===== config.mk =====
export PLATFORM = sky130hd
export DESIGN_NAME = uart_tx
export DESIGN_NICKNAME = d
export VERILOG_FILES = /design/src/rtl/uart_tx.sv
export SDC_FILE = /design/constraint.sdc
export NUM_CORES = 1
export LEC_CHECK = 0
export ABC_AREA = 1
export CAP_MARGIN = 5
export CORE_MARGIN = 2
export CORE_UTILIZATION = 64
export CTS_BUF_LIST = sky130_fd_sc_hd__clkbuf_2
export CTS_CLUSTER_SIZE = 28
export DETAILED_ROUTE_END_ITERATION = 10
export PLACE_DENSITY = 0.87
export SYNTH_ARGS = -nofsm -noshare
export SYNTH_HDL_FRONTEND = slang
export SYNTH_SLANG_ARGS = --single-unit

===== constraint.sdc =====
create_clock -name clk -period 2.7 [get_ports clk]
set_clock_uncertainty 0.2 [all_clocks]
set_input_delay 0.405 -clock clk [delete_from_list [all_inputs] [get_ports clk]]
set_output_delay 0.405 -clock clk [all_outputs]
set_load 0.05 [all_outputs]

===== src/rtl/uart_tx.sv =====
// uart_tx: 8N1 serial transmitter (start bit, 8 data bits LSB first, stop bit).
// Ports:
//   clk      - system clock, rising edge
//   reset    - asynchronous active-low reset
//   tx_in    - byte to send, captured when a frame starts
//   tx_en    - level-sensitive transmit request, ignored while busy
//   tx       - registered serial output, idles high
//   tx_busy  - registered, high for exactly 10 bit periods per frame
module uart_tx #(
    parameter int unsigned CLK_FREQ  = 50_000_000,
    parameter int unsigned BAUD_RATE = 9600
) (
    input  logic       clk,
    input  logic       reset,
    input  logic [7:0] tx_in,
    input  logic       tx_en,
    output logic       tx,
    output logic       tx_busy
);

    localparam int unsigned CLKS_PER_BIT = CLK_FREQ / BAUD_RATE;
    localparam int unsigned CNT_W        = (CLKS_PER_BIT > 1) ? $clog2(CLKS_PER_BIT) : 1;
    localparam logic [CNT_W-1:0] CNT_MAX = CNT_W'(CLKS_PER_BIT - 1);

    typedef enum logic [1:0] {
        S_IDLE  = 2'd0,
        S_START = 2'd1,
        S_DATA  = 2'd2,
        S_STOP  = 2'd3
    } state_e;

    state_e           state_q, state_d;
    logic [CNT_W-1:0] cnt_q, cnt_d;
    logic [2:0]       bit_q, bit_d;
    logic [7:0]       shift_q, shift_d;
    logic             tx_q, tx_d;
    logic             busy_q, busy_d;
    logic             bit_done;

    // Last cycle of the current bit period
    assign bit_done = (cnt_q == CNT_MAX);

    // State and output registers
    always_ff @(posedge clk or negedge reset) begin
        if (!reset) begin
            state_q <= S_IDLE;
            cnt_q   <= '0;
            bit_q   <= '0;
            shift_q <= '0;
            tx_q    <= 1'b1;
            busy_q  <= 1'b0;
        end else begin
            state_q <= state_d;
            cnt_q   <= cnt_d;
            bit_q   <= bit_d;
            shift_q <= shift_d;
            tx_q    <= tx_d;
            busy_q  <= busy_d;
        end
    end

    // Next-state logic; tx/busy are computed one edge ahead so they change
    // on the same edge as the state they belong to.
    always_comb begin
        state_d = state_q;
        cnt_d   = cnt_q;
        bit_d   = bit_q;
        shift_d = shift_q;
        tx_d    = tx_q;
        busy_d  = busy_q;

        case (state_q)
            S_IDLE: begin
                tx_d   = 1'b1;
                busy_d = 1'b0;
                cnt_d  = '0;
                bit_d  = '0;
                if (tx_en) begin
                    shift_d = tx_in;
                    state_d = S_START;
                    tx_d    = 1'b0;
                    busy_d  = 1'b1;
                end
            end
            S_START: begin
                if (bit_done) begin
                    cnt_d   = '0;
                    bit_d   = '0;
                    state_d = S_DATA;
                    tx_d    = shift_q[0];
                end else begin
                    cnt_d = cnt_q + CNT_W'(1);
                end
            end
            S_DATA: begin
                if (bit_done) begin
                    cnt_d = '0;
                    if (bit_q == 3'd7) begin
                        state_d = S_STOP;
                        tx_d    = 1'b1;
                    end else begin
                        bit_d = bit_q + 3'd1;
                        tx_d  = shift_q[bit_q + 3'd1];
                    end
                end else begin
                    cnt_d = cnt_q + CNT_W'(1);
                end
            end
            S_STOP: begin
                if (bit_done) begin
                    cnt_d   = '0;
                    state_d = S_IDLE;
                    tx_d    = 1'b1;
                    busy_d  = 1'b0;
                end else begin
                    cnt_d = cnt_q + CNT_W'(1);
                end
            end
            default: begin
                state_d = S_IDLE;
                cnt_d   = '0;
                bit_d   = '0;
                tx_d    = 1'b1;
                busy_d  = 1'b0;
            end
        endcase
    end

    assign tx      = tx_q;
    assign tx_busy = busy_q;

endmodule


==> results of run 1 <==
[per-layer routing]
metal / up-vias / part of all wire [%] / GRT usage (%)
met5: - / 0 / 0
met3: 4 / 3.2 / 4.17
met4: 0 / 0.87 / 7.69
li1: 635 / - / -
met2: 30 / 53 / 43.5
met1: 587 / 42 / 25.0
[path summary, 6_finish.rpt]
path                            startpoint    endpoint  slack (ns)  cells after the start
worst max register to register  state_q[0]  state_q[0]        0.82                      7
min in group clk                  bit_q[1]    bit_q[1]        0.34                      2
worst max-delay path                    tx          tx        0.35                      1
max in group asynchronous            reset          tx        1.81                      2
worst min register to register    bit_q[1]    bit_q[1]        0.34                      2
worst min-delay path                 reset   cnt_q[11]        0.17                      2
[registers in the layout (all words and copies together), names as in the netlist]
| name | flops |
|---|---|
| cnt_q | 13 |
| bit_q | 3 |
| state_q | 2 |
| tx | 1 |
| shift_q | 8 |
| tx_busy | 1 |
[cell usage after synthesis, types with 2 or more instances]
master and number:
nor3b_1 2, ha_1 9, o21ai_2 2, a21oi_1 4, mux2_2 8, dfrtp_1 27
xor2_1 5, nand2_1 41, inv_1 17, inv_2 5, o21ai_1 4, nand4_1 3
nand3_1 18, nor3_1 5, nor2_4 2, nand2_2 6, nor2_1 17
[stage by stage]
step                      instances  utilization (%)  instance area (µm²)  setup WS [ns]  total power, mW
after global routing            231             73.6                 1770          0.296             1.64
after CTS                       231             73.6                 1770          0.343             1.53
final                           231             73.6                 1770          0.351             1.53
after detailed placement        227             72.8                 1760          0.785             1.38
after floorplan                 185                -                 1600          0.977             1.21
after global placement          227             72.8                 1760          0.795             1.34
[cells by family (layout without fill, tap and decap cells)]
logic type               after synthesis  after routing  share of synthesized area (%)
AND/OR/NAND/NOR                       98             98                           29.7
AO/OA/AOI/OAI                         14             14                           5.33
flip-flops                            28             28                           43.9
buffers and inverters                 23             39                           5.64
adder cells (fa/ha/maj)                9              9                           7.05
XOR/XNOR                               5              5                           2.74
multiplexers                           8              8                           5.64
[where the power goes]
group,total [mW],switching (mW),internal (mW),leakage (nW)
registers,0.653,0.103,0.550,0.361
logic,0.723,0.426,0.297,0.429
clock network,0.154,0.121,0.0322,0.0140
[cell type report]
cell class | count | area, µm² | area share (%)
Clock buffer | 3 | 15.0 | 0.846
Clock inverter | 1 | 3.75 | 0.212
Inverter | 22 | 82.6 | 4.65
Multi-Input combinational cell | 134 | 806 | 45.4
Sequential cell | 28 | 702 | 39.6
Tap cell | 30 | 37.5 | 2.12
Timing Repair Buffer | 13 | 128 | 7.19
==> flow_metrics.py, run 1 <==
metrics = {
    "worst_hold_path": {
        "hold_path_class": "in -> async",
    },
    "finish": {
        "final_nets": 222,
        "syn_to_final_growth_pct": 11.0,
        "diodes": 0,
        "final_common_cell": "nand2_1",
        "nFillCells": 176,
        "drive_gt1_share_pct": 15.9,
        "final_cell_mix": "nand2_1, dfrtp_1, nand3_1",
    },
    "worst_setup_path": {
        "max_stage_delay_ns": 0.79,
        "cp_slowest_cell": "clkdlybuf4s50_1",
        "path_cells": "clkdlybuf4s50_1",
        "critPathBufInv": 1,
        "cp-end-kind": "primary output",
        "crit_required_ns": 2.10,
        "start_kind": "register",
        "worst_ep_arrival_time_ns": 1.74,
        "worstPathMaxFanout": 2,
        "path_delay_family": "buffers and inverters",
        "worst-setup-path-type": "reg -> out",
    },
    "clock_network": {
        "clock_sinks": 28,
        "root_buffer": "clkbuf_2",
        "postCtsHoldBufs": 0,
        "cts_tree": "built",
        "cts_made_buffers": 3,
        "cts_resized": 0,
        "clkLatencyLatePin_ns": 0.35,
        "cts_setup_buffers": 0,
        "h-tree-depth": 1,
        "clkTransAtPathRegs_ns": 0.25,
        "cts_buffer_depth": 2,
    },
    "global_route": {
        "grt_overflow": 0,
        "antenna_found_initial": 0,
        "grt_pass1_vias": 1260,
        "grt_max_degree": 29,
        "grt_first_pass_wirelength_um": 4890,
        "grt_usage_pct": 22.8,
    },
    "die": {
        "die_w_um": 54.0,
        "pin_count": 13,
        "start_util_pct": 66.3,
        "die-height_um": 54.0,
        "coreArea_um2": 2410,
        "die_area_um2": 2910,
        "row_count": 18,
    },
    "yosys": {
        "ys_types": 27,
        "synth-main-ff-cell": "dfrtp_1",
        "ys_async_sr_fraction_pct": 100,
        "seq_area_frac_synth_pct": 43.9,
        "postSynthAreaPerCell_um2": 8.64,
        "yosys-top-cells-area": "dfrtp_1, nand2_1, ha_1",
        "yosys.area.top_type": "dfrtp_1",
        "synth-edff-count": 0,
        "synth_area_um2": 1600,
        "yosysWarnings": 0,
        "synth_top_area_share_pct": 42.3,
        "syn_inst": 185,
        "yosys_register_bits": 28,
        "syn-num-nets": 205,
    },
    "routing": {
        "ant_nets": 0,
        "drc": 0,
        "routed-via-count": 1256,
        "drt_iter0_drc": 26,
        "vias_per_cell": 5.44,
        "wl_per_cell_um": 12.5,
        "firstDrtPassIters": 4,
        "wl_um": 2890,
    },
    "timing": {
        "slew_viol_final": 0,
        "final.setup.tns_ns": 0,
        "setup_violations": 0,
        "final-hold-violation-count": 0,
        "max_freq_mhz": 426,
        "period_needed_ns": 2.35,
        "rsz0062_at_grt": "false",
        "min_period_over_period_pct": 87.0,
        "tightest_slew_ns": 0.493,
        "max-slew-margin-rel_pct": 67.1,
        "whs_ns": 0.175,
    },
    "run": {
        "drv_cap": 0,
    },
    "power_and_ir_drop": {
        "p_per_area_nw_per_um2": 862,
        "ir_worst_vdd_mv": 0.808,
        "power.leakage_nw": 0.804,
    },
    "placement": {
        "globalplace.congestion": 0.864,
        "dp_hpwl_um": 2280,
        "port_buffers": 12,
    },
    "status": {
        "status": "finished clean",
    },
}
Power figures use the tool's default switching activity.
==> inputs of run 2 (changes only) <==
CORE_MARGIN = 5   (was 2)
==> run 2 against run 1 <==
Hold slack got worse by 0.013 ns. Via count up 2.0%. Critical path type unchanged. Sequential share of layout area barely moved. Clock power grew 4%. Sequential power about the same. Total power is 1.7% higher.
==> flow_metrics.py, run 2 (synthesized netlist as in run 1, its figures left out) <==
metrics = {
    "finish": {
        "drive_gt1_share_pct": 16.4,
        "final_nets": 222,
        "diodes": 0,
        "largest_register": "cnt_q",
        "top_regs": "cnt_q (13), shift_q (8), bit_q (3)",
        "final_common_cell": "nand2_1",
        "syn_to_final_growth_pct": 11.1,
        "largest_reg_flops": 13,
        "final_cell_mix": "nand2_1, dfrtp_1, nand3_1",
    },
    "timing": {
        "period_needed_ns": 2.35,
        "setup_violations": 0,
        "max_freq_mhz": 425,
        "max-slew-margin-rel_pct": 66.8,
        "final.setup.tns_ns": 0,
        "final-hold-violation-count": 0,
        "slew_viol_final": 0,
        "rsz0062_at_grt": "false",
        "timing.final.ws_setup_ns": 0.348,
        "whs_ns": 0.162,
        "min_period_over_period_pct": 87.1,
        "tightest_slew_ns": 0.497,
    },
    "die": {
        "die_area_um2": 3600,
        "die_w_um": 60.0,
        "pin_count": 13,
        "start_util_pct": 65.7,
        "row_count": 18,
        "die-height_um": 60.0,
        "coreArea_um2": 2430,
    },
    "status": {
        "status": "finished clean",
    },
    "worst_setup_path": {
        "cp-end-kind": "primary output",
        "worst_ep_arrival_time_ns": 1.75,
        "cp.depth": 1,
        "r2r_start": "state_q[0]",
        "cp_slowest_cell": "clkdlybuf4s50_1",
        "crit_required_ns": 2.10,
        "worst-setup-path-type": "reg -> out",
        "worstReg2RegEnd": "state_q[0]",
        "critPathLaunch": "tx",
        "path_delay_family": "buffers and inverters",
        "worstPathMaxFanout": 2,
        "rr_worst_depth": 7,
        "worstSetupEndpoint": "tx",
        "path_cells": "clkdlybuf4s50_1",
        "start_kind": "register",
        "max_stage_delay_ns": 0.80,
        "critPathBufInv": 1,
        "worst-r2r-setup-slack_ns": 0.81,
    },
    "placement": {
        "port_buffers": 12,
        "dp_slack_ns": 0.777,
        "dp_hpwl_um": 2420,
        "globalplace.congestion": 0.834,
    },
    "routing": {
        "routed-via-count": 1281,
        "wl_per_cell_um": 13.5,
        "drt_iter0_drc": 60,
        "drc": 0,
        "ant_nets": 0,
        "firstDrtPassIters": 4,
        "vias_per_cell": 5.55,
        "wl_um": 3120,
    },
    "clock_network": {
        "clock_sinks": 28,
        "cts_tree": "built",
        "cts_setup_buffers": 0,
        "cts_resized": 0,
        "clkTransAtPathRegs_ns": 0.25,
        "cts_made_buffers": 3,
        "root_buffer": "clkbuf_2",
        "h-tree-depth": 1,
        "cts_buffer_depth": 2,
        "clkLatencyLatePin_ns": 0.37,
        "postCtsHoldBufs": 0,
    },
    "power_and_ir_drop": {
        "ir_worst_vdd_mv": 0.752,
        "p_total_mw": 1.56,
        "power.leakage_nw": 0.807,
        "p_per_area_nw_per_um2": 876,
    },
    "global_route": {
        "grt_overflow": 0,
        "grt_pass1_vias": 1275,
        "grt_usage_pct": 20.6,
        "grt_first_pass_wirelength_um": 5550,
        "antenna_found_initial": 0,
        "grt_max_degree": 29,
    },
    "worst_hold_path": {
        "hold_path_class": "in -> async",
    },
    "run": {
        "drv_cap": 0,
    },
}
run 2: worst min path at each step:
stage | slack [ns] | end | from | cells past startpoint
detailed placement | 0.29 | bit_q[2] | bit_q[2] | 2
floorplan | -0.09 | bit_q[0] | reset | 0
global placement | 0.28 | bit_q[1] | bit_q[1] | 2
global route | 0.16 | cnt_q[12] | reset | 2
finish | 0.16 | tx_busy | reset | 2
CTS | 0.16 | tx_busy | reset | 2
run 2: power by group:
group / internal, mW / leakage [nW] / switching, mW
registers: 0.550 / 0.361 / 0.104
clock network: 0.0391 / 0.0166 / 0.121
logic: 0.298 / 0.429 / 0.444
run 2: final cells by class:
class / instances / area, µm²
clock buffers: 4 / 20.0
well taps: 30 / 37.5
flip-flops and latches: 28 / 702
repair buffers: 13 / 128
fillers: 187 / 657
multi-input cells: 134 / 806
inverters: 22 / 82.6
run 2: per-stage QoR:
stage / cell area [µm²] / utilization, % / instances
6_report: 1780 / 73.0 / 231
5_1_grt: 1780 / 73.0 / 231
4_1_cts: 1780 / 73.0 / 231
3_5_place_dp: 1760 / 72.2 / 227
3_3_place_gp: 1760 / 72.2 / 227
2_1_floorplan: 1600 / - / 185
run 2: metal layers:
| layer | track usage (%) | part of all wire (%) |
|---|---|---|
| met5 | 0 | 0 |
| met4 | 8.54 | 2.2 |
| met3 | 3.02 | 4.4 |
| met2 | 34.3 | 50 |
| met1 | 26.7 | 43 |
==> inputs of run 3 (changes only) <==
CORE_MARGIN = 10   (was 5)
SETUP_SLACK_MARGIN = 0.05   (was unset)
==> run 3 against run 2 <==
Clock power rose by 2%. Combinational power barely moved. Clock-buffer cell count did not move. Sequential cell count did not move. Critical path depth did not move. Critical endpoint unchanged.
==> flow_metrics.py, run 3 (synthesized netlist as in run 1, its figures left out) <==
metrics = {
    "status": {
        "status": "finished clean",
    },
    "routing": {
        "firstDrtPassIters": 4,
        "vias_per_cell": 5.64,
        "dr_wl_met2_um": 1560,
        "routed-via-count": 1303,
        "drt_iter0_drc": 72,
        "drt-met1-wl_um": 1370,
        "ant_nets": 0,
        "top_layer": "met4",
        "wl_met3_um": 157,
        "wl_per_cell_um": 13.6,
        "wl_um": 3140,
        "drc": 0,
    },
    "worst_setup_path": {
        "worst_ep_arrival_time_ns": 1.77,
        "rr_worst_depth": 7,
        "critPathBufInv": 1,
        "worstPathMaxFanout": 2,
        "r2r_start": "state_q[0]",
        "path_cells": "clkdlybuf4s50_1",
        "worstReg2RegEnd": "state_q[0]",
        "cp.depth": 1,
        "worst-r2r-setup-slack_ns": 0.80,
        "cp-end-kind": "primary output",
        "crit_required_ns": 2.10,
        "worst-setup-path-type": "reg -> out",
        "path_delay_family": "buffers and inverters",
        "cp_slowest_cell": "clkdlybuf4s50_1",
        "max_stage_delay_ns": 0.80,
        "start_kind": "register",
    },
    "finish": {
        "final_nets": 222,
        "top_regs": "cnt_q (13), shift_q (8), bit_q (3)",
        "nFillCells": 211,
        "multi_input_area_um2": 806,
        "final_cell_mix": "nand2_1, dfrtp_1, nand3_1",
        "final_common_cell": "nand2_1",
        "largest_register": "cnt_q",
        "diodes": 0,
        "syn_to_final_growth_pct": 11.1,
        "seqCellArea_um2": 702,
        "largest_reg_flops": 13,
        "drive_gt1_share_pct": 16.4,
    },
    "clock_network": {
        "clkTransAtPathRegs_ns": 0.26,
        "root_buffer": "clkbuf_2",
        "postCtsHoldBufs": 0,
        "cts_made_buffers": 3,
        "cts_resized": 0,
        "clock_sinks": 28,
        "h-tree-depth": 1,
        "cts_tree": "built",
        "clkLatencyLatePin_ns": 0.37,
        "cts_setup_buffers": 0,
        "cts_buffer_depth": 2,
    },
    "timing": {
        "max_freq_mhz": 422,
        "tightest_slew_ns": 0.503,
        "final.setup.tns_ns": 0,
        "setup_violations": 0,
        "max-slew-margin-rel_pct": 66.4,
        "min_period_over_period_pct": 87.8,
        "slew_viol_final": 0,
        "final-hold-violation-count": 0,
        "rsz0062_at_grt": "false",
        "period_needed_ns": 2.37,
    },
    "die": {
        "start_util_pct": 65.7,
        "die-height_um": 70.0,
        "coreArea_um2": 2430,
        "die_area_um2": 4900,
        "pin_count": 13,
        "row_count": 18,
        "die_w_um": 70.0,
    },
    "global_route": {
        "grt_overflow": 0,
        "grt_max_degree": 19,
        "antenna_found_initial": 0,
        "grt_usage_pct": 13.3,
        "grt_first_pass_wirelength_um": 5620,
        "grt_pass1_vias": 1344,
    },
    "run": {
        "drv_cap": 0,
    },
    "power_and_ir_drop": {
        "p_per_area_nw_per_um2": 882,
        "p_total_mw": 1.57,
        "power.leakage_nw": 0.807,
        "ir_worst_vdd_mv": 0.670,
    },
    "placement": {
        "dp_hpwl_um": 2510,
        "globalplace.congestion": 0.845,
        "port_buffers": 12,
    },
    "worst_hold_path": {
        "hold_path_class": "in -> async",
    },
}
-- run 3: cell counts in the layout (fill, tap and decap cells not counted) --
Identical to the previous run, type by type.
-- run 3: worst max-delay path by stage --
stage          slack (ns)         end        from
6_report             0.33          tx          tx
5_1_grt              0.28          tx          tx
4_1_cts              0.31          tx          tx
3_5_place_dp         0.77          tx          tx
3_3_place_gp         0.79          tx          tx
2_1_floorplan        0.98  state_q[0]  state_q[0]
-- run 3: cell type report --
class                   count  share of cell area [%]
inverters                  22                    4.65
multi-input cells         134                    45.4
flip-flops and latches     28                    39.5
repair buffers             13                    7.19
well taps                  30                    2.11
clock buffers               4                    1.13
-- run 3: metal layers --
| metal | vias up | global-route usage (%) |
|---|---|---|
| met5 | - | 0 |
| met4 | 0 | 5.70 |
| met3 | 7 | 2.97 |
| met2 | 34 | 22.8 |
| met1 | 629 | 15.3 |
| li1 | 633 | - |
-- run 3: power breakdown --
part / total (mW) / internal, mW / switching (mW)
registers: 0.656 / 0.550 / 0.106
clock network: 0.164 / 0.0390 / 0.125
logic: 0.745 / 0.300 / 0.445
total: 1.57 / 0.889 / 0.676
-- run 3: per-stage QoR --
stage | cells | cell area (µm²) | worst slack, ns | util (%) | hold WS [ns]
after detailed placement | 227 | 1760 | 0.769 | 72.2 | 0.291
after CTS | 231 | 1780 | 0.313 | 73.0 | 0.115
after floorplan | 185 | 1600 | 0.977 | - | -0.0906
after global placement | 227 | 1760 | 0.790 | 72.2 | 0.283
final | 231 | 1780 | 0.328 | 73.0 | 0.106
after global routing | 231 | 1780 | 0.284 | 73.0 | 0.127
